File: src/rtl/bp_io_lce_req_arb.sv
// bp_io_lce_req_arb
//   Shares one I/O LCE request/command channel pair among num_req_p Bedrock
//   burst requesters. Request bursts are granted round-robin and the grant is
//   held until the last beat. Outstanding transactions are limited to
//   max_outstanding_p. Returning command bursts are steered to the requester
//   that issued the matching request, using an in-order tag FIFO.
//
// Ports
//   clk_i, reset_n_i          : clock, synchronous active-low reset
//   req_*_i / req_ready_and_o : per-requester request bursts (flattened)
//   lce_req_*                 : muxed request stream toward the LCE
//   lce_cmd_*                 : command stream returning from the LCE
//   cmd_*_o / cmd_ready_and_i : command stream broadcast; cmd_v_o is one-hot
//   outstanding_o             : credits currently in use
//   unexpected_cmd_o          : sticky flag, a command arrived with no tag
module bp_io_lce_req_arb #(
    parameter int num_req_p         = 2,
    parameter int header_width_p    = 64,
    parameter int data_width_p      = 64,
    parameter int max_outstanding_p = 4
) (
    input  logic                                      clk_i,
    input  logic                                      reset_n_i,

    input  logic [num_req_p*header_width_p-1:0]       req_header_i,
    input  logic [num_req_p*data_width_p-1:0]         req_data_i,
    input  logic [num_req_p-1:0]                      req_v_i,
    input  logic [num_req_p-1:0]                      req_last_i,
    output logic [num_req_p-1:0]                      req_ready_and_o,

    output logic [header_width_p-1:0]                 lce_req_header_o,
    output logic [data_width_p-1:0]                   lce_req_data_o,
    output logic                                      lce_req_v_o,
    output logic                                      lce_req_last_o,
    input  logic                                      lce_req_ready_and_i,

    input  logic [header_width_p-1:0]                 lce_cmd_header_i,
    input  logic [data_width_p-1:0]                   lce_cmd_data_i,
    input  logic                                      lce_cmd_v_i,
    input  logic                                      lce_cmd_last_i,
    output logic                                      lce_cmd_ready_and_o,

    output logic [header_width_p-1:0]                 cmd_header_o,
    output logic [data_width_p-1:0]                   cmd_data_o,
    output logic                                      cmd_last_o,
    output logic [num_req_p-1:0]                      cmd_v_o,
    input  logic [num_req_p-1:0]                      cmd_ready_and_i,

    output logic [$clog2(max_outstanding_p+1)-1:0]    outstanding_o,
    output logic                                      unexpected_cmd_o
);

    localparam int unsigned num_lp   = num_req_p;
    localparam int          idx_w_lp = $clog2(num_req_p);
    localparam int          cnt_w_lp = $clog2(max_outstanding_p + 1);
    localparam int          ptr_w_lp = (max_outstanding_p > 1) ? $clog2(max_outstanding_p) : 1;

    typedef enum logic {
        e_idle,
        e_lock
    } state_e;

    state_e                state_q, state_d;
    logic [idx_w_lp-1:0]   rr_ptr_q, rr_ptr_d;
    logic [idx_w_lp-1:0]   lock_idx_q, lock_idx_d;
    logic [cnt_w_lp-1:0]   count_q, count_d;
    logic [ptr_w_lp-1:0]   wr_ptr_q, wr_ptr_d;
    logic [ptr_w_lp-1:0]   rd_ptr_q, rd_ptr_d;
    logic                  unexpected_q, unexpected_d;
    logic [idx_w_lp-1:0]   tag_mem_q [max_outstanding_p];

    logic                  fifo_empty, fifo_full, credit_ok;
    logic                  grant_v;
    logic [idx_w_lp-1:0]   grant_idx;
    logic [idx_w_lp-1:0]   cand_idx;
    int unsigned           cand;
    logic [idx_w_lp-1:0]   head_idx;
    logic                  push, pop, req_hs;

    function automatic logic [idx_w_lp-1:0] idx_inc(input logic [idx_w_lp-1:0] i);
        return (i == idx_w_lp'(num_lp - 1)) ? '0 : i + idx_w_lp'(1);
    endfunction

    function automatic logic [ptr_w_lp-1:0] ptr_inc(input logic [ptr_w_lp-1:0] p);
        return (p == ptr_w_lp'(max_outstanding_p - 1)) ? '0 : p + ptr_w_lp'(1);
    endfunction

    // Occupancy of the tag FIFO equals the number of credits in use, since
    // every push takes a credit and every pop returns one.
    assign fifo_empty = (count_q == '0);
    assign fifo_full  = (count_q == cnt_w_lp'(max_outstanding_p));
    assign credit_ok  = (count_q <  cnt_w_lp'(max_outstanding_p));
    assign head_idx   = tag_mem_q[rd_ptr_q];

    // Grant selection: a locked burst keeps its requester regardless of
    // credits; otherwise search round-robin starting at rr_ptr.
    always_comb begin
        grant_v   = 1'b0;
        grant_idx = '0;
        cand      = 0;
        cand_idx  = '0;
        if (state_q == e_lock) begin
            grant_idx = lock_idx_q;
            grant_v   = req_v_i[lock_idx_q];
        end else if (credit_ok && !fifo_full) begin
            for (int unsigned k = 0; k < num_lp; k++) begin
                cand = 32'(rr_ptr_q) + k;
                if (cand >= num_lp) cand = cand - num_lp;
                cand_idx = idx_w_lp'(cand);
                if (!grant_v && req_v_i[cand_idx]) begin
                    grant_v   = 1'b1;
                    grant_idx = cand_idx;
                end
            end
        end
    end

    // Request mux
    always_comb begin
        lce_req_header_o = '0;
        lce_req_data_o   = '0;
        lce_req_last_o   = 1'b0;
        for (int unsigned i = 0; i < num_lp; i++) begin
            if (grant_idx == idx_w_lp'(i)) begin
                lce_req_header_o = req_header_i[i*header_width_p +: header_width_p];
                lce_req_data_o   = req_data_i[i*data_width_p +: data_width_p];
                lce_req_last_o   = req_last_i[i];
            end
        end
    end

    always_comb begin
        req_ready_and_o = '0;
        if (reset_n_i && grant_v) req_ready_and_o[grant_idx] = lce_req_ready_and_i;
    end

    assign lce_req_v_o = reset_n_i & grant_v;

    // Response steering toward the requester at the FIFO head
    always_comb begin
        cmd_v_o = '0;
        if (reset_n_i && !fifo_empty) cmd_v_o[head_idx] = lce_cmd_v_i;
    end

    assign lce_cmd_ready_and_o = reset_n_i & ~fifo_empty & cmd_ready_and_i[head_idx];
    assign cmd_header_o        = lce_cmd_header_i;
    assign cmd_data_o          = lce_cmd_data_i;
    assign cmd_last_o          = lce_cmd_last_i;

    assign outstanding_o    = reset_n_i ? count_q : '0;
    assign unexpected_cmd_o = reset_n_i & unexpected_q;

    assign req_hs = lce_req_v_o & lce_req_ready_and_i;
    assign push   = req_hs & (state_q == e_idle);
    assign pop    = lce_cmd_v_i & lce_cmd_ready_and_o & lce_cmd_last_i;

    // Next-state logic
    always_comb begin
        state_d      = state_q;
        rr_ptr_d     = rr_ptr_q;
        lock_idx_d   = lock_idx_q;
        count_d      = count_q;
        wr_ptr_d     = wr_ptr_q;
        rd_ptr_d     = rd_ptr_q;
        unexpected_d = unexpected_q | (lce_cmd_v_i & fifo_empty);

        if (req_hs) begin
            if (state_q == e_idle) begin
                if (lce_req_last_o) begin
                    rr_ptr_d = idx_inc(grant_idx);
                end else begin
                    state_d    = e_lock;
                    lock_idx_d = grant_idx;
                end
            end else if (lce_req_last_o) begin
                state_d  = e_idle;
                rr_ptr_d = idx_inc(lock_idx_q);
            end
        end

        if (push) wr_ptr_d = ptr_inc(wr_ptr_q);
        if (pop)  rd_ptr_d = ptr_inc(rd_ptr_q);

        case ({push, pop})
            2'b10:   count_d = count_q + cnt_w_lp'(1);
            2'b01:   count_d = count_q - cnt_w_lp'(1);
            default: count_d = count_q;
        endcase
    end

    always_ff @(posedge clk_i) begin
        if (!reset_n_i) begin
            state_q      <= e_idle;
            rr_ptr_q     <= '0;
            lock_idx_q   <= '0;
            count_q      <= '0;
            wr_ptr_q     <= '0;
            rd_ptr_q     <= '0;
            unexpected_q <= 1'b0;
        end else begin
            state_q      <= state_d;
            rr_ptr_q     <= rr_ptr_d;
            lock_idx_q   <= lock_idx_d;
            count_q      <= count_d;
            wr_ptr_q     <= wr_ptr_d;
            rd_ptr_q     <= rd_ptr_d;
            unexpected_q <= unexpected_d;
        end
    end

    // Tag storage needs no reset: entries are only read when count_q > 0.
    always_ff @(posedge clk_i) begin
        if (push) tag_mem_q[wr_ptr_q] <= grant_idx;
    end

endmodule

File: config.mk
export PLATFORM = sky130hd
export DESIGN_NAME = bp_io_lce_req_arb
export DESIGN_NICKNAME = d
export VERILOG_FILES = /design/src/rtl/bp_io_lce_req_arb.sv
export SDC_FILE = /design/constraint.sdc
export NUM_CORES = 1
export LEC_CHECK = 0
export CORE_AREA = 2 2 258 260
export CTS_CLUSTER_SIZE = 10
export DETAILED_ROUTE_END_ITERATION = 10
export DIE_AREA = 0 0 260 262
export GPL_ROUTABILITY_DRIVEN = 0
export MAX_ROUTING_LAYER = met4
export PLACE_DENSITY_LB_ADDON = 0.2
export SLEW_MARGIN = 20
export SYNTH_ARGS = -nofsm -noshare
export SYNTH_HDL_FRONTEND = slang
export SYNTH_SLANG_ARGS = --single-unit
File: constraint.sdc
create_clock -name clk_i -period 2.5 [get_ports clk_i]
set_clock_uncertainty 0.15 [all_clocks]
set_input_delay 0.625 -clock clk_i [delete_from_list [all_inputs] [get_ports clk_i]]
set_output_delay 0.625 -clock clk_i [all_outputs]
set_load 0.02 [all_outputs]
## Yosys cells after proc, flatten, opt, wreduce, memory -nomap -nowiden

Memories as Yosys holds them, arrays and structs flattened. A register that Yosys moved wholly into a read port is not among the register bits.
Index checks and enable logic that the tools add are counted.

| storage, ports and cells | value |
|---|---|
| memories | 1 |
| bits of input ports | 395 |
| bits in writable memories | 4 |
| word-level logic and storage cells | 107 |
| output and inout port bits | 268 |
| flip-flop bits (word level) | 11 |

| cells by class | value |
|---|---|
| add/subtract/negate cells | 9 |
| order comparisons | 10 |
| mux-type cells | 47 |
| bitwise gates (word level) | 15 |
| reductions and logical operators | 13 |
| eq/ne operators | 5 |

Memory list:

| memory | words | width | read ports | clocked after memory_dff | wr ports | line | RTL |
|---|---|---|---|---|---|---|---|
| tag_mem_q | 4 | 1 | 1 | 1 | 1 | 70 | `logic [idx_w_lp-1:0] tag_mem_q [max_outstanding_p];` |

Operators with widths:

| operator | number |
|---|---|
| two-way mux 64 bit | 2 |
| two-way mux 1 bit | 35 |
| two-way mux 2 bit | 6 |
| less-than comparator 1 x 2 -> 1 bit, second input constant | 5 |
| bitwise AND 1 bit | 9 |
| == test 2 bit, second input constant | 3 |
| logical AND 1 bit | 6 |
| one-hot mux 3 bit (2 select lines) | 1 |
| adder 2 x 1 -> 2 bit, second input constant | 2 |
| bitwise AND 2 bit | 2 |
| adder 3 x 1 -> 3 bit, second input constant | 1 |
| == test 3 bit, second input constant | 1 |
| logical NOT 1 bit | 3 |
| logical NOT 3 bit | 1 |
| less-than comparator 3 bit, second input constant | 1 |
| two-way mux 3 bit | 1 |
| NOT 1 bit | 3 |
| AND reduction 3 bit | 1 |
| subtractor 3 x 1 -> 3 bit, second input constant | 1 |
| adder 1 bit, second input constant | 2 |
| adder 1 x 1 -> 2 bit, second input constant | 1 |
| demux 1 bit (select 1 bit) | 2 |
| == test 2 x 1 -> 1 bit, second input constant | 1 |
| >= comparator 1 bit, second input constant | 2 |
| other kinds (6) | 7 |

## Logic depth before layout (Yosys ltp)

Gate-level depths: netlist of run 1.

| logic depth | value |
|---|---|
| word-level depth | 21 |
| depth in mapped cells | 10 |
| depth with buffers taken out | 9 |

## Worst setup path after synthesis of run 1

No wires, ideal clock.

| path | value |
|---|---|
| path kind | reg-to-reg |
| start point | reg (tool-made name) |
| end point | reg count_q[2] |
| period minus slack after synthesis | 2.712 ns |
| setup time | 0.076 ns |
| path slack | -0.212 ns |
| required time | 2.274 ns |
| arrival | 2.486 ns |
| path buffers | 0 |
| stages on the path, launching flop included | 10 |
| path through | dfxtp_1 > mux4_2 > mux2i_1 > nor3b_2 > ha_1 > inv_1 > fa_1 > xor2_1 > or3_1 > a21boi_0 |

RTL lines:

| element | line | RTL |
|---|---|---|
| end signal: assignment | 204 | `count_q <= count_d;` |
| end: declaration | 66 | `logic [cnt_w_lp-1:0] count_q, count_d;` |

## Final worst setup path of run 1

| path | value |
|---|---|
| start point | in req_v_i[1] |
| end point | out lce_req_header_o[26] |

| between the ends | value |
|---|---|
| longest elaborated chain between the ends | 11 |
| elaborated cells between the ends (all ways) | 14 |
| classes of those cells | mux (12); reduce/logical (2) |

RTL lines:

| element | line | RTL |
|---|---|---|
| start: declaration | 27 | `input logic [num_req_p-1:0] req_v_i,` |
| two-way mux 1 bit (not written as such) (2 in a row) | 110 | `if (!grant_v && req_v_i[cand_idx]) begin` |
| two-way mux 1 bit | 110 |  |
| two-way mux 1 bit | 105 | `end else if (credit_ok && !fifo_full) begin` |
| two-way mux 1 bit | 102 | `if (state_q == e_lock) begin` |
| logical NOT 1 bit | 110 |  |
| logical AND 1 bit | 110 |  |
| two-way mux 1 bit (*) | 110 |  |
| two-way mux 1 bit (*) | 105 |  |
| two-way mux 1 bit (*) | 102 |  |
| two-way mux 64 bit (*) | 124 | `if (grant_idx == idx_w_lp'(i)) begin` |
| end: declaration | 31 | `output logic [header_width_p-1:0] lce_req_header_o,` |

Mark *: on every way between the ends. The rest lies on a longest branch, timed or not. The select of a mux whose other input is x is not followed.

==> impl_metrics.toml, run 1 <==
[place]
placed_area_mm2 = 0.00820
placed_cells = 1533
io_buffer_count = 406
dp_hpwl_mm = 17.5
post-place-ws_ns = -1.16

[synthesis]
synth-seq-area-share = 0.101
async_flop_share = 0
netlist_area_mm2 = 0.00378
synthFlopType = "dfxtp_1"
yosys.area.top_type = "mux2_4"
synth_top_area_frac = 0.322
syn_nets = 768
ys_warn_count = 0
ys_top_cells_by_area = "mux2_4 32%, buf_4 26%, mux2_2 14%"
synth-seq-cells = 17
synth_edf_count = 4
synthCells = 366
synth_area_per_cell_um2 = 10.3
yosysUniqueCellTypes = 37

[grt]
grt_pass1_wl_mm = 28.4
grt_pass1_vias = 4304
antenna_found_initial = 1
grt_max_degree = 14
grt_usage = 0.0589
grt_overflow_total = 0

[floorplanning]
io_pins = 663
core_mm2 = 0.0653
placementRows = 94
start_util = 0.0579
die-area_mm2 = 0.0681
die_y_um = 262
die_x_um = 260

[routing]
postRouteAntennaNets = 0
vias_per_cell = 2.52
vias = 3974
first_iter_violations = 102
wl_per_cell_um = 13.9
post-route-drc-count = 0
first_pass_iters = 4
wl_mm = 21.9

[worst_setup_path]
cp.required_ns = 1.73
start_kind = "input pin"
critical_path_arrival_ns = 2.12
r2r_slack_ns = -0.34
cp_max_fo = 7
cp-end-kind = "output port"
critPathKind = "input pin to output port"

[clock_network]
cts_buffer_depth = 2
htreeDepth = 1
insertion_delay_ns = 0.25
cts_tree = "built"
cts-buffers-inserted = 3
root_buffer = "clkbuf_16"
ctsHoldBuffers = 0
clkTransAtPathRegs_ns = 0.06
cts.sinks = 17

[cells_and_area]
mostFrequentLayoutCell = "clkdlybuf4s50_1"
mostFrequentLayoutCells = "261 x clkdlybuf4s50_1, 124 x buf_6, 90 x mux2_4"
layoutNonFillerInstCount = 1577
fillers = 7359
final_net_count = 1115
drive_gt1_frac = 0.531
syn_to_final_growth_pct = 140
final_cell_area_mm2 = 0.00906

[sta]
setup_slack_ns = -0.391
setup_violations = 133
worst_pin_slew_ns = 0.263
fin_crit_sh = 1.16
finalCriticalPeriod_ns = 2.89
rsz0062_at_grt = "true"
timing.hold.ws_ns = 0.336
drv_slew = 0
tns_ns = -32.88
clock.fmax_ghz = 0.346
hold_viol_final = 0
relSlewSlack = 0.821

[power_and_ir_drop]
leakage_nw = 3.60
power_density_mw_per_mm2 = 278
peakVddDrop_mv = 0.315

[worst_hold_path]
hp-class = "flop to flop"

[status]
outcome = "finished with violations"
failed_checks = "setup timing"

[flow_run]
cap_violations = 0
path summary, 6_finish.rpt:
kind	end	start	cells past startpoint
setup / recovery	lce_req_header_o[26]	req_v_i[1]	8
hold reg to reg	unexpected_q	unexpected_q	2
setup reg to reg	count_q[2]	tag_mem_q[3]	9
hold / removal	unexpected_q	unexpected_q	2
area by class of cell:
cell class              instances  area, um^2  area share
inverters                       9        60.1     0.00663
clock inverters                 1        7.51    0.000828
flip-flops and latches         17         383      0.0422
well taps                     864        1080       0.119
multi-input cells             195        2380       0.263
repair buffers                485        5040       0.557
repair inverters                2        27.5     0.00304
diodes                          1        2.50    0.000276
clock buffers                   3        75.1     0.00828
cell families after synthesis:
family / after synthesis / share of synthesized area
AO/OA/AOI/OAI: 16 / 0.0338
XOR/XNOR: 2 / 0.00463
adder cells (fa/ha/maj): 7 / 0.0251
buffers and inverters: 154 / 0.301
flip-flops: 17 / 0.101
multiplexers: 135 / 0.484
AND/OR/NAND/NOR: 35 / 0.0513
worst max-delay path, cell delays in order:
cell	delay [ns]
buf_8	0.10
a32oi_4	0.25
bufinv_16	0.22
buf_12	0.15
buf_8	0.14
buf_16	0.14
mux2_4	0.33
buf_6	0.14
power by group:
group | internal [mW] | total (mW) | switching (mW)
Clock | 0.216 | 0.333 | 0.117
Combinational | 1.18 | 1.89 | 0.708
Sequential | 0.292 | 0.298 | 0.00686
Total | 1.69 | 2.52 | 0.831
synthesized netlist by cell type (all sizes together), types with 2 or more instances:
library cell,instances
a21boi,4
and2,10
buf,144
dfxtp,13
edfxtp,4
ha,6
inv,9
mux2,129
mux2i,5
nand2,9
nor2,4
nor2b,3
nor3b,2
o21a,2
o21ai,4
or3,2
timing repair:
item | 4_1_cts | 5_1_grt
gates cloned | 9 | 2
buffers inserted | 26 | 10
endpoints found under the setup margin | 143 | 135
gates resized for setup | 725 | 101
pin swaps | 8 | 3
per-stage QoR:
step	total power, mW	utilization
after floorplan	1.32	-
after global placement	1.98	0.126
after detailed placement	1.97	0.126
after CTS	2.48	0.134
after global routing	2.66	0.139
final	2.52	0.139
layer usage:
| metal | GRT usage | part of all wire | vias to the layer above |
|---|---|---|---|
| li1 | - | - | 1826 |
| met1 | 0.0605 | 0.36 | 1742 |
| met2 | 0.0919 | 0.47 | 392 |
| met3 | 0.0398 | 0.16 | 14 |
| met4 | 0.0148 | 0.018 | 0 |
| met5 | - | 0 | - |
(Power assumes the default switching activity.)
==> run 2: changes to the inputs <==
Settings changed: CORE_AREA 2 2 258 260 to 2 2 255 257, DIE_AREA 0 0 260 262 to 0 0 257 259, DONT_BUFFER_PORTS set to 1.
==> run 2 against run 1 <==
Net effect:
- count of clock-buffer cells in the layout did not move
- setup slack improved by 0.19 ns
- first-iteration DRC count fell by 36%
- sequential power barely moved
- worst hold slack got worse by 0.00079 ns
- largest cell class is now multi-input combinational cells
- utilization fell by 6.7 points
- the flow still finishes with violations (setup timing)
- clock power barely moved
==> impl_metrics.toml, run 2 (synthesis results as in run 1) <==
[sta]
fin_crit_sh = 1.08
setup_violations = 128
finalCriticalPeriod_ns = 2.70
tns_ns = -17.48
hold_viol_final = 0
setup_slack_ns = -0.201
rsz0062_at_grt = "true"
drv_slew = 0
worst_pin_slew_ns = 0.370
relSlewSlack = 0.755
clock.fmax_ghz = 0.370

[worst_setup_path]
critPathKind = "flop to flop"
ff2ff_path_depth = 9
reg2reg_from = "tag_mem_q[0]"
max_stage_delay_ns = 0.52
r2r_slack_ns = -0.20
start_kind = "flop"
critical_path_arrival_ns = 2.73
critPathBufInv = 1
cp_max_fo = 2
cp.required_ns = 2.53
worstSetupPathDepth = 9
timing.rr.end = "count_q[2]"
critPathTopFamily = "multiplexers"
slowest_stage = "mux4_2"
cp-end-kind = "flop"
worstPathCellList = "mux4_2 > mux2i_2 > nor3b_2 > ha_2 > inv_2 > fa_2 > xor2_1 > or3_1 > a21boi_1"
cp-startpoint = "tag_mem_q[0]"

[clock_network]
root_buffer = "clkbuf_16"
insertion_delay_ns = 0.25
cts_buffer_depth = 2
htreeDepth = 1
cts.sinks = 17
cts-buffers-inserted = 3
clkTransAtPathRegs_ns = 0.06
ctsHoldBuffers = 0
cts_tree = "built"

[cells_and_area]
mostFrequentLayoutCell = "mux2_4"
drive_gt1_frac = 0.723
mostFrequentLayoutCells = "124 x mux2_4, 26 x buf_4, 10 x and2_1, 10 x dfxtp_1, 8 x nand2_1"
final_net_count = 667
syn_to_final_growth_pct = 20.7
fillers = 7401

[place]
dp_hpwl_mm = 15.3
io_buffer_count = 0

[floorplanning]
die-area_mm2 = 0.0666
die_y_um = 259
start_util = 0.0592
die_x_um = 257
io_pins = 663
core_mm2 = 0.0639
placementRows = 93

[status]
outcome = "finished with violations"
failed_checks = "setup timing"

[routing]
post-route-drc-count = 0
postRouteAntennaNets = 0
first_iter_violations = 65
vias_per_cell = 2.17
wl_per_cell_um = 16.2
first_pass_iters = 4
vias = 2436
wl_mm = 18.1

[power_and_ir_drop]
finalPower_mw = 1.59
power_density_mw_per_mm2 = 347
leakage_nw = 1.61
peakVddDrop_mv = 0.217

[grt]
grt_max_degree = 24
grt_usage = 0.0496
antenna_found_initial = 4
grt_pass1_vias = 2593
grt_overflow_total = 0
grt_pass1_wl_mm = 22.0

[worst_hold_path]
hold-path-endpoint = "unexpected_q"
min-delay-start = "unexpected_q"
hp-class = "flop to flop"
min_path_cells = 2

[flow_run]
cap_violations = 0
-- run 2: per-stage QoR --
step | utilization | setup slack [ns] | hold slack (ns) | std cells | cell area [um^2]
2_1_floorplan | - | -0.123 | 0.301 | 366 | 3800
3_3_place_gp | 0.0623 | -0.219 | 0.322 | 1097 | 3980
3_5_place_dp | 0.0623 | -0.218 | 0.321 | 1097 | 3980
4_1_cts | 0.0711 | -0.224 | 0.338 | 1118 | 4540
5_1_grt | 0.0714 | -0.327 | 0.340 | 1122 | 4560
6_report | 0.0714 | -0.201 | 0.335 | 1122 | 4560
-- run 2: routing by layer --
layer | wire length (um) | GRT usage | part of all wire
met2 | 8310 | 0.0757 | 0.46
met5 | 0 | - | 0
met1 | 6160 | 0.0495 | 0.34
met4 | 480 | 0.0158 | 0.026
met3 | 3200 | 0.0361 | 0.18
-- run 2: layout make-up --
| cell class | count | area, um^2 | share of cell area |
|---|---|---|---|
| clock buffer | 3 | 75.1 | 0.0164 |
| tap | 855 | 1070 | 0.234 |
| multi-input combinational | 195 | 2480 | 0.543 |
| inverter | 9 | 60.1 | 0.0132 |
| sequential | 17 | 384 | 0.0842 |
| clock inverter | 1 | 5.00 | 0.00110 |
| timing repair buffer | 38 | 477 | 0.104 |
| antenna | 3 | 7.51 | 0.00164 |
| timing repair inverter | 1 | 8.76 | 0.00192 |
-- run 2: timing repair --
item | CTS | global route
buffers inserted | 12 | 1
endpoints found under the setup margin | 129 | 133
gates resized for setup | 61 | 3
pin swaps | 4 | 3
gates cloned | 5 | 0
-- run 2: power by group --
part	total [mW]	switching (mW)	leakage (nW)	internal, mW
Combinational	0.955	0.508	1.43	0.447
Sequential	0.301	0.00886	0.144	0.292
Clock	0.330	0.116	0.0409	0.214
Total	1.59	0.633	1.61	0.953
-- run 2: how the worst max path moves through the flow --
stage	end	slack [ns]
finish	count_q[2]	-0.20
global route	count_q[2]	-0.33
CTS	count_q[2]	-0.22
detailed placement	lce_req_header_o[38]	-0.22
global placement	lce_req_header_o[38]	-0.22
floorplan	count_q[2]	-0.12
-- run 2: worst reg2reg max path, delay by kind of cell (launching register included) --
family / cells / cell delay, ns
buf+inv: 1 / 0.04
fa+ha+maj: 2 / 0.55
mux: 2 / 0.72
simple gates: 2 / 0.55
compound gates: 1 / 0.12
flops: 1 / 0.37
xor+xnor: 1 / 0.15
